===== src/rtl/pwr_gate_seq_pkg.sv =====
// pwr_gate_seq_pkg: shared types for the power-gating sequencer.
//   pg_state_e : sequencer states with fixed 4-bit encodings (visible on STATE)
//   pg_out_t   : Moore output vector driven towards the switchable domain
//   pg_decode  : state -> output vector mapping
`timescale 1ns/1ps
package pwr_gate_seq_pkg;

  typedef enum logic [3:0] {
    ST_INIT    = 4'd0,
    ST_ON      = 4'd1,
    ST_ISO_ON  = 4'd2,
    ST_SAVE    = 4'd3,
    ST_PSW_OFF = 4'd4,
    ST_OFF     = 4'd5,
    ST_PSW_ON  = 4'd6,
    ST_RESTORE = 4'd7,
    ST_ISO_OFF = 4'd8
  } pg_state_e;

  typedef struct packed {
    logic psw_en;
    logic iso;
    logic save;
    logic restore;
    logic dom_rstb;
    logic pwr_ok;
  } pg_out_t;

  function automatic pg_out_t pg_decode(pg_state_e s);
    pg_out_t o;
    o = '0;
    case (s)
      ST_INIT:    begin o.psw_en = 1'b1; o.iso = 1'b1; end
      ST_ON:      begin o.psw_en = 1'b1; o.dom_rstb = 1'b1; o.pwr_ok = 1'b1; end
      ST_ISO_ON:  begin o.psw_en = 1'b1; o.iso = 1'b1; o.dom_rstb = 1'b1; end
      ST_SAVE:    begin o.psw_en = 1'b1; o.iso = 1'b1; o.save = 1'b1; o.dom_rstb = 1'b1; end
      ST_PSW_OFF: begin o.iso = 1'b1; end
      ST_OFF:     begin o.iso = 1'b1; end
      ST_PSW_ON:  begin o.psw_en = 1'b1; o.iso = 1'b1; end
      ST_RESTORE: begin o.psw_en = 1'b1; o.iso = 1'b1; o.restore = 1'b1; o.dom_rstb = 1'b1; end
      ST_ISO_OFF: begin o.psw_en = 1'b1; o.iso = 1'b1; o.dom_rstb = 1'b1; end
      default:    begin o.psw_en = 1'b1; o.iso = 1'b1; end
    endcase
    return o;
  endfunction

endpackage


===== src/rtl/pg_dwell_cnt.sv =====
// pg_dwell_cnt: loadable down-counter with a done flag, shared by the
// sequencer for phase dwell and acknowledge timeout.
//   CLK      : clock, rising edge
//   RSTB     : synchronous active-low reset, loads RST_VAL
//   load     : load load_val this cycle (takes priority over counting)
//   load_val : value to load; done rises load_val+1 cycles after the load
//   done     : count has reached zero (counter holds at zero)
`timescale 1ns/1ps
module pg_dwell_cnt #(
  parameter int unsigned W       = 7,
  parameter int unsigned RST_VAL = 0
) (
  input  logic         CLK,
  input  logic         RSTB,
  input  logic         load,
  input  logic [W-1:0] load_val,
  output logic         done
);

  logic [W-1:0] cnt;

  always_ff @(posedge CLK) begin
    if (!RSTB)
      cnt <= W'(RST_VAL);
    else if (load)
      cnt <= load_val;
    else if (cnt != '0)
      cnt <= cnt - 1'b1;
  end

  assign done = (cnt == '0);

endmodule


===== src/rtl/pwr_gate_seq.sv =====
// pwr_gate_seq: power-gating sequencer for one switchable domain.
// Orders isolation, retention save/restore, power-switch enable and domain
// reset with programmable dwell per phase.
//   CLK, RSTB           : clock / synchronous active-low reset
//   SLEEP_REQ, WAKE_REQ : level requests from the power manager (WAKE wins)
//   PSW_ACK             : switch chain status, 1 = on
//   PSW_EN, ISO, SAVE, RESTORE, DOM_RSTB : registered domain controls
//   PWR_OK              : domain fully on
//   ERR                 : sticky switch-ack timeout
//   STATE               : current state encoding
`timescale 1ns/1ps
module pwr_gate_seq
  import pwr_gate_seq_pkg::*;
#(
  parameter int unsigned ISO_CYC     = 2,
  parameter int unsigned SAVE_CYC    = 2,
  parameter int unsigned RESTORE_CYC = 2,
  parameter int unsigned RST_CYC     = 4,
  parameter int unsigned TO_CYC      = 64
) (
  input  logic       CLK,
  input  logic       RSTB,
  input  logic       SLEEP_REQ,
  input  logic       WAKE_REQ,
  input  logic       PSW_ACK,
  output logic       PSW_EN,
  output logic       ISO,
  output logic       SAVE,
  output logic       RESTORE,
  output logic       DOM_RSTB,
  output logic       PWR_OK,
  output logic       ERR,
  output logic [3:0] STATE
);

  localparam int unsigned M1   = (ISO_CYC > SAVE_CYC) ? ISO_CYC : SAVE_CYC;
  localparam int unsigned M2   = (M1 > RESTORE_CYC) ? M1 : RESTORE_CYC;
  localparam int unsigned M3   = (M2 > RST_CYC) ? M2 : RST_CYC;
  localparam int unsigned MAXP = (M3 > TO_CYC) ? M3 : TO_CYC;
  localparam int unsigned CW   = $clog2(MAXP + 1);

  pg_state_e     state_q, state_d;
  pg_out_t       out_q;
  logic          err_q;
  logic          err_set;
  logic          init_wait;
  logic          init_reload;
  logic          cnt_load;
  logic [CW-1:0] cnt_val;
  logic          done;

  // Counter preload on entry to a state: dwell-1 for timed phases, TO-1 for
  // acknowledge waits, so done marks the last cycle of the dwell/limit.
  function automatic logic [CW-1:0] load_for(pg_state_e s);
    case (s)
      ST_INIT:               return CW'(RST_CYC - 1);
      ST_ISO_ON, ST_ISO_OFF: return CW'(ISO_CYC - 1);
      ST_SAVE:               return CW'(SAVE_CYC - 1);
      ST_RESTORE:            return CW'(RESTORE_CYC - 1);
      ST_PSW_OFF, ST_PSW_ON: return CW'(TO_CYC - 1);
      default:               return '0;
    endcase
  endfunction

  always_comb begin
    state_d     = state_q;
    err_set     = 1'b0;
    init_reload = 1'b0;
    case (state_q)
      // INIT first runs the reset dwell, then reuses the counter for the
      // ack timeout; init_wait marks the second phase.
      ST_INIT: begin
        if ((done || init_wait) && PSW_ACK)
          state_d = ST_ISO_OFF;
        else if (done) begin
          if (init_wait) err_set     = 1'b1;
          else           init_reload = 1'b1;
        end
      end
      ST_ON:      if (SLEEP_REQ && !WAKE_REQ) state_d = ST_ISO_ON;
      ST_ISO_ON:  if (done) state_d = ST_SAVE;
      ST_SAVE:    if (done) state_d = ST_PSW_OFF;
      ST_PSW_OFF: begin
        if (!PSW_ACK)  state_d = ST_OFF;
        else if (done) err_set = 1'b1;
      end
      ST_OFF:     if (WAKE_REQ) state_d = ST_PSW_ON;
      ST_PSW_ON: begin
        if (PSW_ACK)   state_d = ST_RESTORE;
        else if (done) err_set = 1'b1;
      end
      ST_RESTORE: if (done) state_d = ST_ISO_OFF;
      ST_ISO_OFF: if (done) state_d = ST_ON;
      default:    state_d = ST_INIT;
    endcase
  end

  assign cnt_load = (state_d != state_q) || init_reload;
  assign cnt_val  = init_reload ? CW'(TO_CYC - 1) : load_for(state_d);

  pg_dwell_cnt #(
    .W       (CW),
    .RST_VAL (RST_CYC - 1)
  ) u_cnt (
    .CLK      (CLK),
    .RSTB     (RSTB),
    .load     (cnt_load),
    .load_val (cnt_val),
    .done     (done)
  );

  // Outputs are decoded from the next state into flops so they switch
  // cleanly with STATE.
  always_ff @(posedge CLK) begin
    if (!RSTB) begin
      state_q   <= ST_INIT;
      out_q     <= pg_decode(ST_INIT);
      err_q     <= 1'b0;
      init_wait <= 1'b0;
    end else begin
      state_q <= state_d;
      out_q   <= pg_decode(state_d);
      err_q   <= err_q | err_set;
      if (init_reload) init_wait <= 1'b1;
    end
  end

  assign PSW_EN   = out_q.psw_en;
  assign ISO      = out_q.iso;
  assign SAVE     = out_q.save;
  assign RESTORE  = out_q.restore;
  assign DOM_RSTB = out_q.dom_rstb;
  assign PWR_OK   = out_q.pwr_ok;
  assign ERR      = err_q;
  assign STATE    = state_q;

endmodule


===== config.mk =====
export PLATFORM = sky130hd
export DESIGN_NAME = pwr_gate_seq
export DESIGN_NICKNAME = d
export VERILOG_FILES = /design/src/rtl/pwr_gate_seq_pkg.sv /design/src/rtl/pg_dwell_cnt.sv /design/src/rtl/pwr_gate_seq.sv
export SDC_FILE = /design/constraint.sdc
export NUM_CORES = 1
export LEC_CHECK = 0
export ABC_AREA = 1
export CAP_MARGIN = 20
export CORE_MARGIN = 2
export CORE_UTILIZATION = 50
export CTS_BUF_LIST = sky130_fd_sc_hd__clkbuf_16
export CTS_CLUSTER_DIAMETER = 30
export DETAILED_ROUTE_END_ITERATION = 12
export PLACE_DENSITY_LB_ADDON = 0.12
export SLEW_MARGIN = 20
export SYNTH_ARGS = -nofsm -noshare
export SYNTH_HDL_FRONTEND = slang
export SYNTH_SLANG_ARGS = --single-unit

===== constraint.sdc =====
create_clock -name CLK -period 2.94 [get_ports CLK]
set_input_delay 0.588 -clock CLK [delete_from_list [all_inputs] [get_ports CLK]]
set_output_delay 0.588 -clock CLK [all_outputs]
set_load 0.01 [all_outputs]

[Word-level counts from Yosys, hierarchy flattened]
Index checks and enable logic that the tools add are counted.
Storage, ports and cells
  register bits: 19
  input bits: 5
  word-level logic and storage cells: 74
Operators by class
  add/sub/neg operators: 1
  eq/ne operators: 17
  muxes and demuxes: 31
  bitwise logic cells: 1
  reduce and logical (&&, ||, !) cells: 14
Operators by type and width (number)
  4-bit two-way mux: 9
  4-bit one-hot mux with 9 select lines: 1
  4-bit by 3-bit equality test with 1-bit output (second input constant): 8
  7-bit two-way mux: 3
  6-bit one-hot mux with 3 select lines: 1
  4-bit by 2-bit equality test with 1-bit output (second input constant): 4
  1-bit two-way mux: 16
  4-bit by 1-bit equality test with 1-bit output (second input constant): 2
  4-bit equality test (second input constant): 2
  4-bit logical NOT: 2
  7-bit logical NOT: 1
  7-bit nonzero test: 1
  7-bit by 1-bit subtractor with 7-bit output (second input constant): 1
  5-bit OR reduction: 1
  4-bit != test: 1
  2-bit OR reduction: 2
  4-bit OR reduction: 1
  1-bit one-hot mux with 3 select lines: 1
  1-bit logical AND: 2
  1-bit logical OR: 2
  2-bit nonzero test: 1
  1-bit logical NOT: 1
  1-bit OR: 1

[Depth between registers and ports, before layout]
Gate-level depths: netlist of the first run.
  depth in word-level cells: 10
  depth in mapped cells: 17
  gate-level depth less buffers: 17

[Cells and area by module]
Synthesis of the first run repeated with hierarchy kept, for this count alone.
Second synthesis, totals
  cells, all modules: 172
  area total of the unflattened synthesis: 1189.9 µm²
Modules (own cells, without submodules)
  pwr_gate_seq: times used 1, cells an instance 109, area an instance 725.7 µm²
  pg_dwell_cnt: times used 1, cells an instance 63, area an instance 464.2 µm²

[Worst setup path after synthesis of the first run]
Ideal clock, no wire load.
  path kind: register to register
  start point: register u_cnt.cnt[0]
  end point: register u_cnt.cnt[3]
  setup time: 128 ps
  arrival: 1609 ps
  required time: 2812 ps
  setup slack: 1203 ps
  stages on the path, launching flop included: 14
  path buffers: 0
  period minus slack after synthesis: 1737 ps
  cell sequence: dfxtp_1 -> inv_1 -> ha_1 -> nand2_1 -> nor2_8 -> nor2_2 -> nor2_2 -> nand3_2 -> nand2_2 -> nand2_4 -> o21ai_2 -> nand2_1 -> nand2_1 -> nor2_1
On the way
  longest elaborated chain between the ends: 10
Ends and longest elaborated chain
  start: declaration: line pg_dwell_cnt.sv:20  | logic [W-1:0] cnt;
  start signal: assignment: line pg_dwell_cnt.sv:24  | cnt <= W'(RST_VAL);
  start signal: assignment: line pg_dwell_cnt.sv:26  | cnt <= load_val;
  start signal: assignment: line pg_dwell_cnt.sv:28  | cnt <= cnt - 1'b1;
  7-bit logical NOT: line pg_dwell_cnt.sv:31  | assign done = (cnt == '0);
  1-bit logical OR: line pwr_gate_seq.sv:73  | if ((done || init_wait) && PSW_ACK)
  1-bit logical AND: line pwr_gate_seq.sv:73
  4-bit two-way mux: line pwr_gate_seq.sv:73
  4-bit one-hot mux with 9 select lines: line pwr_gate_seq.sv:69  | case (state_q)
  4-bit equality test (tied with other cells): line pwr_gate_seq.sv:55  | case (s)
  4-bit OR reduction (no source line) / 2-bit OR reduction (equally long branches)
  6-bit one-hot mux with 3 select lines: line pwr_gate_seq.sv:55
  7-bit two-way mux: line pwr_gate_seq.sv:99  | assign cnt_val = init_reload ? CW'(TO_CYC - 1) : load_for(state_d);
  7-bit two-way mux: line pg_dwell_cnt.sv:25  | else if (load)
Parallel ways exist; a longest one is shown, timed or not. The select of a mux whose other input is x is not followed.
A chain may end at the register's enable or synchronous reset.

[Final worst setup path of the first run]
Ends and elaborated chain as after synthesis.

==> results.py, run 1 <==
metrics = {
    "status": {
        "outcome": "finished, final reports clean",
    },
    "floorplanning": {
        "fp.dieW_um": 51.04,
        "core_area_sq_um": 2148,
        "fp-row-count": 17,
        "io_pins": 16,
        "die-area_sq_um": 2605,
        "start_util_pct": 51.49,
        "die_h_um": 51.04,
    },
    "timing": {
        "setup_ws_ns": 0.8124,
        "fin_crit_sh_pct": 72.37,
        "max_freq_ghz": 0.4700,
        "hold_viol": 0,
        "skew_ns": 0.001949,
        "timing.slew.headroom_pct": 77.15,
        "finalSetupViolations": 0,
        "rsz0062_at_grt": "false",
        "finalCriticalPeriod_ns": 2.128,
        "slew_violations": 0,
        "tightestPinTransition_ns": 0.3424,
        "fin_tns_setup_ns": 0,
        "fin_hold_ws_ns": 0.4799,
    },
    "placement": {
        "io_buffers": 15,
        "place_congestion": 0.8309,
        "hpwlAfterDp_um": 1773,
        "dp_slack_ns": 0.6777,
    },
    "setup_path": {
        "path_max_fanout": 6,
        "crit_type": "flop to flop",
        "required_ns": 3.07,
        "cp-start-kind": "flop",
        "cp.arrival_ns": 2.25,
        "cp-end-kind": "flop",
    },
    "clocking": {
        "cts_setup_buffers": 0,
        "cts-hold-fix-buffers": 0,
        "cts_buffers": 3,
        "cts_buffer_depth": 2,
        "cts_root_buf": "clkbuf_16",
        "cts.clk_slew.worst_paths_ns": 0.05,
        "numClockSinks": 19,
        "cts_tree": "built",
        "cts_max_level": 1,
        "cts_resized": 0,
        "clk_latency_ns": 0.25,
    },
    "global_routing": {
        "grt_first_pass_wirelength_um": 3788,
        "use_met3_pct": 4.094,
        "grt-ovfl-total": 0,
        "top_usage_layer": "met2",
        "grt_usage_pct": 19.59,
        "antenna_found_initial": 0,
        "grt_pass1_vias": 904,
        "grt_max_degree": 12,
        "use_met1_pct": 24.00,
        "use_met2_pct": 32.90,
    },
    "pwr": {
        "power-per-cell-area_nw_per_um2": 818.5,
        "vdd_drop_max_mv": 0.4012,
        "p_total_uw": 1119,
        "leakage_uw": 0.0006585,
    },
    "yosys": {
        "yosys-top-cells-count": "nand2_1, inv_1, dfxtp_1, nor2_1, nand3_1",
        "synth.top_cell.area_share_pct": 34.39,
        "yosysMostFrequentCell": "nand2_1",
        "synth_top_area_cell": "dfxtp_1",
        "syn_nets": 171,
        "synthCells": 165,
        "ys_ff_latch": 19,
        "asyncSetResetFlopFracSynth_pct": 0,
        "synth_ff_type": "dfxtp_1",
        "synth_area_leaders": "dfxtp_1, nand2_1, inv_1",
        "yosysUniqueCellTypes": 24,
        "synth-seq-area-share_pct": 34.39,
        "synth-edff-count": 0,
        "syn_area_sq_um": 1106,
        "yosysWarnings": 0,
        "synth.avg_cell_area_sq_um": 6.703,
    },
    "hold_path": {
        "hold_path_class": "flop to flop",
    },
    "finish": {
        "nFillCells": 204,
        "area_delta_synth_final_pct": 23.64,
        "num_antenna_cells": 0,
        "drive_gt1_share_pct": 15.30,
        "nets": 190,
    },
    "flow_run": {
        "drv_cap": 0,
    },
    "route": {
        "drt_iter0_drc": 15,
        "drt-total-wl_um": 2307,
        "firstDrtPassIters": 4,
        "drc": 0,
        "drt-vias-per-instance": 4.948,
        "post_drt_wl_per_cell_um": 10.93,
        "vias": 1044,
        "ant_nets": 0,
    },
}
metrics by stage:
step / area, sq um / instances / utilization [%]
2_1_floorplan: 1106 / 165 / -
3_3_place_gp: 1287 / 207 / 59.93
3_5_place_dp: 1287 / 207 / 59.93
4_1_cts: 1368 / 211 / 63.66
5_1_grt: 1368 / 211 / 63.66
6_report: 1368 / 211 / 63.66
final cells by class:
| cell class | instances | area (sq um) | area share [%] |
|---|---|---|---|
| Clock buffer | 3 | 75.07 | 5.489 |
| Clock inverter | 1 | 5.005 | 0.3660 |
| Timing Repair Buffer | 15 | 150.1 | 10.98 |
| Tap cell | 28 | 35.03 | 2.562 |
| Multi-Input combinational cell | 120 | 628.1 | 45.93 |
| Inverter | 25 | 93.84 | 6.862 |
| Sequential cell | 19 | 380.4 | 27.81 |
cells in the final DEF, fill, tap and decap left out:
cell,count
nand2_1,50
inv_1,21
dfxtp_1,19
nor2_1,19
clkdlybuf4s50_1,15
nand3_1,10
nand2_2,7
a21oi_1,5
nor2_2,4
inv_2,4
nand4_1,3
xor2_1,3
o21ai_0,3
clkbuf_16,3
nor2_8,2
o21ai_2,2
nand2_4,2
nor3_1,2
xnor2_1,2
a21oi_2,1
nand3_2,1
nor4_2,1
o21ai_1,1
a221oi_1,1
ha_1,1
clkinv_2,1
cell families (layout without fill, tap and decap cells):
logic type / Yosys count / after routing / synth area share, %
adders and majority gates: 1 / 1 / 1.131
xor gates and xnor gates: 5 / 5 / 3.960
DFF: 19 / 19 / 34.39
and+or+nand+nor: 101 / 101 / 44.46
AOI/OAI and AO/OA: 13 / 13 / 7.239
buffers and inverters: 26 / 44 / 8.823
state kept, by name, summed over array words and instances, names as in the netlist:
name and cells:
u_cnt.cnt 7, STATE 4, DOM_RSTB 1, ERR 1
ISO 1, PSW_EN 1, PWR_OK 1, RESTORE 1
SAVE 1, init_wait 1
final timing paths:
path | from | to | slack [ns] | cells after the start
setup reg to reg | u_cnt.cnt[0]$_SDFFE_PN1P_ | u_cnt.cnt[3]$_SDFFE_PN0P_ | 0.81 | 15
hold reg to reg | u_cnt.cnt[6]$_SDFFE_PN0P_ | u_cnt.cnt[6]$_SDFFE_PN0P_ | 0.48 | 2
setup / recovery | u_cnt.cnt[0]$_SDFFE_PN1P_ | u_cnt.cnt[3]$_SDFFE_PN0P_ | 0.81 | 15
hold / removal | u_cnt.cnt[6]$_SDFFE_PN0P_ | u_cnt.cnt[6]$_SDFFE_PN0P_ | 0.48 | 2
critical path, cell delays in order (launching register included):
cell and delay [ns]:
dfxtp_1 0.30, inv_1 0.10, ha_1 0.24, inv_1 0.07, nor2_1 0.09, nand3_1 0.22, nor2_1 0.19, nand2_1 0.07
nand3_1 0.17, inv_1 0.08, nand2_1 0.09, nand2_1 0.07, o21ai_2 0.11, nand2_1 0.08, nand2_1 0.06, nor2_1 0.04
where the power goes:
group | total (uW) | switching, uW | internal [uW]
Sequential | 334 | 32.4 | 302
Clock | 278 | 95.7 | 182
Combinational | 507 | 319 | 188
layer usage:
metal,part of all wire [%],vias to the layer above
met3,3.6,4
met5,0,-
met2,47,24
met1,47,471
met4,1.6,0
li1,-,545
Note: power is estimated with default switching activity, not from simulation.
==> run 2, diff against run 1 <==
--- a/config.mk
+++ b/config.mk
@@ -8,7 +8,7 @@
 export ABC_AREA = 1
 export CAP_MARGIN = 20
 export CORE_MARGIN = 2
-export CORE_UTILIZATION = 50
+export CORE_UTILIZATION = 47
 export CTS_BUF_LIST = sky130_fd_sc_hd__clkbuf_16
 export CTS_CLUSTER_DIAMETER = 30
 export DETAILED_ROUTE_END_ITERATION = 12
==> constraint.sdc (replaced) <==
create_clock -name CLK -period 1.73 [get_ports CLK]
set_input_delay 0.346 -clock CLK [delete_from_list [all_inputs] [get_ports CLK]]
set_output_delay 0.346 -clock CLK [all_outputs]
set_load 0.01 [all_outputs]
==> run 2 against run 1 <==
Effect of this change:
- global-route usage is 3.5 points higher
- design area up 23%
- clock power grew 72%
- cell count is 12% higher
- setup slack got worse by 0.85 ns
- sequential power up 74%
- hold slack better by 0.065 ns
- largest cell class unchanged
- sequential share of layout area fell by 4.7 points
- count of clock-buffer cells in the layout stayed put
- fmax is 21% higher
- the flow now finishes with violations (setup timing)
==> results.py, run 2 (synthesis results as in run 1) <==
metrics = {
    "status": {
        "outcome": "finished with violations",
        "violations": "setup timing",
    },
    "global_routing": {
        "grt_pass1_vias": 1116,
        "grt_usage_pct": 23.06,
        "antenna_found_initial": 0,
        "grt_first_pass_wirelength_um": 4616,
        "grt-ovfl-total": 0,
        "grt_max_degree": 12,
    },
    "clocking": {
        "cts_buffer_depth": 2,
        "cts_max_level": 1,
        "numClockSinks": 19,
        "cts-hold-fix-buffers": 0,
        "cts_buffers": 3,
        "cts.clk_slew.worst_paths_ns": 0.06,
        "cts_root_buf": "clkbuf_16",
        "clk_latency_ns": 0.25,
        "cts_tree": "built",
    },
    "finish": {
        "final_area_sq_um": 1677,
        "nets": 215,
        "top_register": "u_cnt.cnt",
        "fin_cells": 236,
        "layout_commonest_cell": "nand2_1",
        "num_antenna_cells": 0,
        "nFillCells": 172,
        "largest_reg_flops": 7,
        "area_delta_synth_final_pct": 51.58,
        "final_cell_mix": "nand2_1, buf_4, inv_1",
        "drive_gt1_share_pct": 38.94,
    },
    "timing": {
        "finalSetupViolations": 6,
        "fin_crit_sh_pct": 102.0,
        "slew_violations": 0,
        "rsz0062_at_grt": "true",
        "timing.slew.headroom_pct": 76.62,
        "finalCriticalPeriod_ns": 1.764,
        "hold_viol": 0,
        "tightestPinTransition_ns": 0.3504,
        "setup_ws_ns": -0.03395,
        "max_freq_ghz": 0.5669,
        "skew_ns": 0.004143,
    },
    "floorplanning": {
        "core_area_sq_um": 2212,
        "die_h_um": 52.51,
        "fp-row-count": 17,
        "die-area_sq_um": 2757,
        "fp.dieW_um": 52.51,
        "io_pins": 16,
        "start_util_pct": 50.00,
    },
    "pwr": {
        "leakage_uw": 0.0008074,
        "power-per-cell-area_nw_per_um2": 1387,
        "vdd_drop_max_mv": 1.037,
    },
    "placement": {
        "dp_slack_ns": -0.2592,
        "dp_cells": 225,
        "detailed_place.area_sq_um": 1433,
        "hpwlAfterDp_um": 2020,
        "place_congestion": 0.8246,
        "io_buffers": 15,
    },
    "setup_path": {
        "path_max_fanout": 4,
        "crit_type": "flop to flop",
        "r2r_slack_ns": -0.03,
        "cp.arrival_ns": 1.89,
        "cp-start-kind": "flop",
        "cp-end-kind": "flop",
        "required_ns": 1.86,
    },
    "route": {
        "drc": 0,
        "drt-total-wl_um": 2841,
        "ant_nets": 0,
        "drt-vias-per-instance": 4.962,
        "post_drt_wl_per_cell_um": 12.04,
        "drt_iter0_drc": 27,
        "vias": 1171,
        "firstDrtPassIters": 4,
    },
    "flow_run": {
        "drv_cap": 0,
    },
    "hold_path": {
        "hold_path_class": "flop to flop",
    },
}
==> run 2: changes by cell type in the layout (fill, tap and decap cells not counted), sizes merged <==
cell,change
buf,+25
dlymetal6s2s,+1
clkdlybuf4s50,-1
==> run 2: critical path: stages, from the launching register on <==
cell	delay [ns]
dfxtp_1	0.33
inv_2	0.06
ha_4	0.16
nand2_2	0.11
nor2_8	0.05
buf_4	0.14
nand3_1	0.10
nand2_2	0.08
a21oi_4	0.14
nand2_4	0.10
o21ai_4	0.20
nand2_1	0.07
nand2_1	0.06
nor2_1	0.04
==> run 2: cell type report <==
class                      instances  area (sq um)  share of cell area [%]
clock buffer                       3         75.07                   4.478
timing repair buffer              40         340.3                   20.30
tap                               28         35.03                   2.090
inverter                          25         93.84                   5.597
multi-input combinational        120         739.5                   44.10
clock inverter                     1         5.005                  0.2985
sequential                        19         387.9                   23.13
==> run 2: report_power, final <==
part           switching (uW)  leakage [uW]  internal [uW]
clock network             169     0.0000409            310
registers                60.8      0.000157            520
logic                     709      0.000609            556
total                     939      0.000807           1390
==> run 2: repair_timing <==
item,CTS,global route
resized for setup,18,18
hold endpoints to repair,0,0
pin swaps,18,14
setup buffers,5,2
endpoints found under the setup margin,8,10
==> run 2: final timing paths <==
path	startpoint	endpoint	cells past startpoint
worst max-delay path	u_cnt.cnt[0]$_SDFFE_PN1P_	u_cnt.cnt[5]$_SDFFE_PN0P_	13
worst max register to register	u_cnt.cnt[0]$_SDFFE_PN1P_	u_cnt.cnt[5]$_SDFFE_PN0P_	13
worst min-delay path	init_wait$_SDFFE_PN0P_	init_wait$_SDFFE_PN0P_	2
worst min register to register	init_wait$_SDFFE_PN0P_	init_wait$_SDFFE_PN0P_	2
==> run 2: stage by stage <==
step | setup TNS (ns) | util (%) | hold slack, ns | total power [uW]
2_1_floorplan | 0 | - | 0.4436 | 1254
3_3_place_gp | -1.238 | 64.76 | 0.4951 | 1564
3_5_place_dp | -1.826 | 64.76 | 0.5067 | 1582
4_1_cts | -0.2280 | 72.74 | 0.5305 | 2230
5_1_grt | -0.7670 | 75.79 | 0.5730 | 2472
6_report | -0.1161 | 75.79 | 0.5451 | 2325
==> run 2: routing by layer <==
metal,vias up,GRT usage (%),part of all wire [%]
met5,-,0,0
met4,0,10.26,2.3
met3,9,5.143,3.7
met2,23,40.00,50
met1,542,26.76,44
li1,597,-,-
==> run 3, diff against run 2 <==
--- a/config.mk
+++ b/config.mk
@@ -8,7 +8,7 @@
 export ABC_AREA = 1
 export CAP_MARGIN = 20
 export CORE_MARGIN = 2
-export CORE_UTILIZATION = 47
+export CORE_UTILIZATION = 48
 export CTS_BUF_LIST = sky130_fd_sc_hd__clkbuf_16
 export CTS_CLUSTER_DIAMETER = 30
 export DETAILED_ROUTE_END_ITERATION = 12
@@ -16,4 +16,5 @@
 export SLEW_MARGIN = 20
 export SYNTH_ARGS = -nofsm -noshare
 export SYNTH_HDL_FRONTEND = slang
+export SYNTH_HIERARCHICAL = 1
 export SYNTH_SLANG_ARGS = --single-unit
==> run 3 against run 2 <==
Effect of this change:
- the flow still finishes with violations (setup timing)
- setup slack worse by 0.20 ns
- routed wire length up 20%
- global-route usage grew 0.090 points
- clock power shrank 2%
- fmax fell by 10%
- critical path depth rose by 2
- total power shrank 6.3%
- utilization grew 5.4 points
- via count increased by 13%
- sequential power fell by 3.8%
- design area up 17%
- critical path type unchanged
==> results.py, run 3 <==
metrics = {
    "global_routing": {
        "grt-ovfl-total": 0,
        "grt_pass1_vias": 1154,
        "grt_first_pass_wirelength_um": 4926,
        "grt_max_degree": 12,
        "grt_usage_pct": 23.15,
        "antenna_found_initial": 0,
    },
    "timing": {
        "rsz0062_at_grt": "true",
        "skew_ns": 0.0007264,
        "setup_ws_ns": -0.2351,
        "max_freq_ghz": 0.5089,
        "slew_violations": 0,
        "fin_crit_sh_pct": 113.6,
        "fin_tns_setup_ns": -1.470,
        "finalCriticalPeriod_ns": 1.965,
        "finalSetupViolations": 8,
        "hold_viol": 0,
    },
    "route": {
        "vias": 1322,
        "ant_nets": 0,
        "firstDrtPassIters": 4,
        "post_drt_wl_per_cell_um": 12.70,
        "drt_iter0_drc": 23,
        "drc": 0,
        "drt-vias-per-instance": 4.914,
        "drt-total-wl_um": 3416,
    },
    "clocking": {
        "cts_root_buf": "clkbuf_16",
        "numClockSinks": 19,
        "clk_latency_ns": 0.25,
        "cts_max_level": 1,
        "cts.clk_slew.worst_paths_ns": 0.05,
        "cts_buffer_depth": 2,
        "cts-hold-fix-buffers": 0,
        "cts_tree": "built",
        "cts_buffers": 3,
    },
    "floorplanning": {
        "core_area_sq_um": 2410,
        "io_pins": 16,
        "start_util_pct": 49.38,
        "die-area_sq_um": 2893,
        "fp.dieW_um": 53.79,
        "die_h_um": 53.79,
        "fp-row-count": 18,
    },
    "setup_path": {
        "cp-start-kind": "flop",
        "cp_num_cells": 15,
        "critPathBufInv": 3,
        "required_ns": 1.90,
        "crit_path_cell_trace": "inv_2, ha_4, nand2_4, nor2_8, buf_6, nand3_1, nand2_1, nor2_4, nand2_4, xor2_2, nand2_4, nor2_4, buf_4, nand2_1, o211ai_2",
        "crit_type": "flop to flop",
        "crit_start": "u_cnt/cnt[1]$_SDFFE_PN1P_",
        "crit_end": "u_cnt/cnt[0]$_SDFFE_PN1P_",
        "worstReg2RegEnd": "u_cnt/cnt[0]$_SDFFE_PN1P_",
        "cpMaxStageDelayCell": "dfxtp_2",
        "cp_slowest_stage_delay_ns": 0.33,
        "regToRegStartpoint": "u_cnt/cnt[1]$_SDFFE_PN1P_",
        "r2r_cells": 15,
        "r2r_slack_ns": -0.24,
        "cp.arrival_ns": 2.14,
        "path_max_fanout": 6,
        "crit_top_cell": "nand2_4",
        "cp_top_family": "simple AND/OR/NAND/NOR gates",
        "cp-end-kind": "flop",
    },
    "finish": {
        "largest_reg_flops": 7,
        "layout_commonest_cell": "buf_4",
        "drive_gt1_share_pct": 49.79,
        "final_cell_mix": "buf_4, nand2_1, inv_1, clkdlybuf4s50_1, nand3_1",
        "area_delta_synth_final_pct": 64.35,
        "top_register": "u_cnt/cnt",
        "num_antenna_cells": 0,
        "nets": 247,
        "fin_cells": 269,
    },
    "yosys": {
        "synth.top_cell.area_share_pct": 31.97,
        "asyncSetResetFlopFracSynth_pct": 0,
        "synthCells": 172,
        "synth-edff-count": 0,
        "yosysMostFrequentCell": "nand2_1",
        "syn_nets": 179,
        "synth.avg_cell_area_sq_um": 6.918,
        "synth-seq-area-share_pct": 31.97,
        "synth_ff_type": "dfxtp_1",
        "yosys-top-cells-count": "nand2_1, dfxtp_1, inv_1, nand3_1, nor2_1",
        "yosysUniqueCellTypes": 26,
        "syn_area_sq_um": 1190,
        "yosysWarnings": 6,
        "synth_top_area_cell": "dfxtp_1",
        "synth_area_leaders": "dfxtp_1, nand2_1, nand3_1",
        "ys_ff_latch": 19,
    },
    "status": {
        "violations": "setup timing",
        "outcome": "finished with violations",
    },
    "pwr": {
        "power-per-cell-area_nw_per_um2": 1115,
        "leakage_uw": 0.0009649,
        "vdd_drop_max_mv": 1.013,
    },
    "placement": {
        "dp_slack_ns": -0.4515,
        "dp_cells": 255,
        "io_buffers": 15,
        "place_congestion": 0.8670,
        "hpwlAfterDp_um": 2380,
    },
    "hold_path": {
        "hold_path_class": "flop to flop",
    },
    "flow_run": {
        "drv_cap": 0,
    },
}
run 3: changes by cell type after synthesis, moves of 2 or more:
cell     before  now
xnor2_1       2    0
nand2_2       7    5
inv_1        21   19
nor2_4        0    4
inv_2         4    8
nand3_1      10   19
a21oi_1       5    7
nand2_1      50   40
nor2_1       19   16
o21ai_2       2    0
nand2_4       2    5
run 3: layout make-up:
type	instances	area (sq um)
multi-input cells	124	808.3
repair buffers	65	533.0
fillers	156	454.2
flip-flops and latches	19	387.9
inverters	27	108.9
clock buffers	3	75.07
well taps	30	37.54
clock inverters	1	5.005
run 3: cell families after synthesis:
group           synth area share (%)
other cells                   0.3152
simple gates                   46.16
xor+xnor                       2.944
compound gates                 6.939
buf+inv                        9.569
fa+ha+maj                      2.103
flops                          31.97
run 3: metal layers:
layer	part of all wire [%]	up-vias	track usage, %
li1	-	674	-
met1	46	618	30.30
met2	50	28	39.63
met3	3.3	2	4.722
met4	0.29	0	3.419
met5	0	-	0
run 3: worst reg2reg max path, delay by kind of cell, from the launching register on:
kind | cells | cell delay [ns]
AOI/OAI and AO/OA | 1 | 0.05
DFF | 1 | 0.33
buffers and inverters | 3 | 0.30
adders and majority gates | 1 | 0.15
xor gates and xnor gates | 1 | 0.20
and+or+nand+nor | 9 | 0.86
run 3: worst min path at each step:
stage	end	startpoint	slack, ns	depth (start not counted)
after floorplan	STATE[1]$_SDFF_PN0_	RSTB	0.44	2
after global placement	ERR$_SDFF_PN0_	ERR$_SDFF_PN0_	0.46	2
after detailed placement	ERR$_SDFF_PN0_	ERR$_SDFF_PN0_	0.46	2
after CTS	ERR$_SDFF_PN0_	ERR$_SDFF_PN0_	0.49	2
after global routing	ERR$_SDFF_PN0_	ERR$_SDFF_PN0_	0.51	2
final	ERR$_SDFF_PN0_	ERR$_SDFF_PN0_	0.48	2
run 3: where the power goes:
group          switching (uW)  total, uW  internal [uW]  leakage (uW)
Clock                     161        470            309     0.0000409
Combinational             600       1150            550      0.000768
Sequential               51.5        559            508      0.000156
run 3: repair_timing:
action | 4_1_cts | 5_1_grt
setup buffers | 5 | 5
pin swaps | 8 | 14
resized for setup | 5 | 20
endpoints found under the setup margin | 8 | 10
run 3: metrics by stage:
step / power, uW / utilization (%) / cell area [sq um] / hold WS [ns]
2_1_floorplan: 1181 / - / 1250 / 0.4436
3_3_place_gp: 1464 / 71.18 / 1715 / 0.4635
3_5_place_dp: 1494 / 71.18 / 1715 / 0.4578
4_1_cts: 2030 / 76.58 / 1846 / 0.4852
5_1_grt: 2301 / 81.15 / 1956 / 0.5058
6_report: 2180 / 81.15 / 1956 / 0.4835
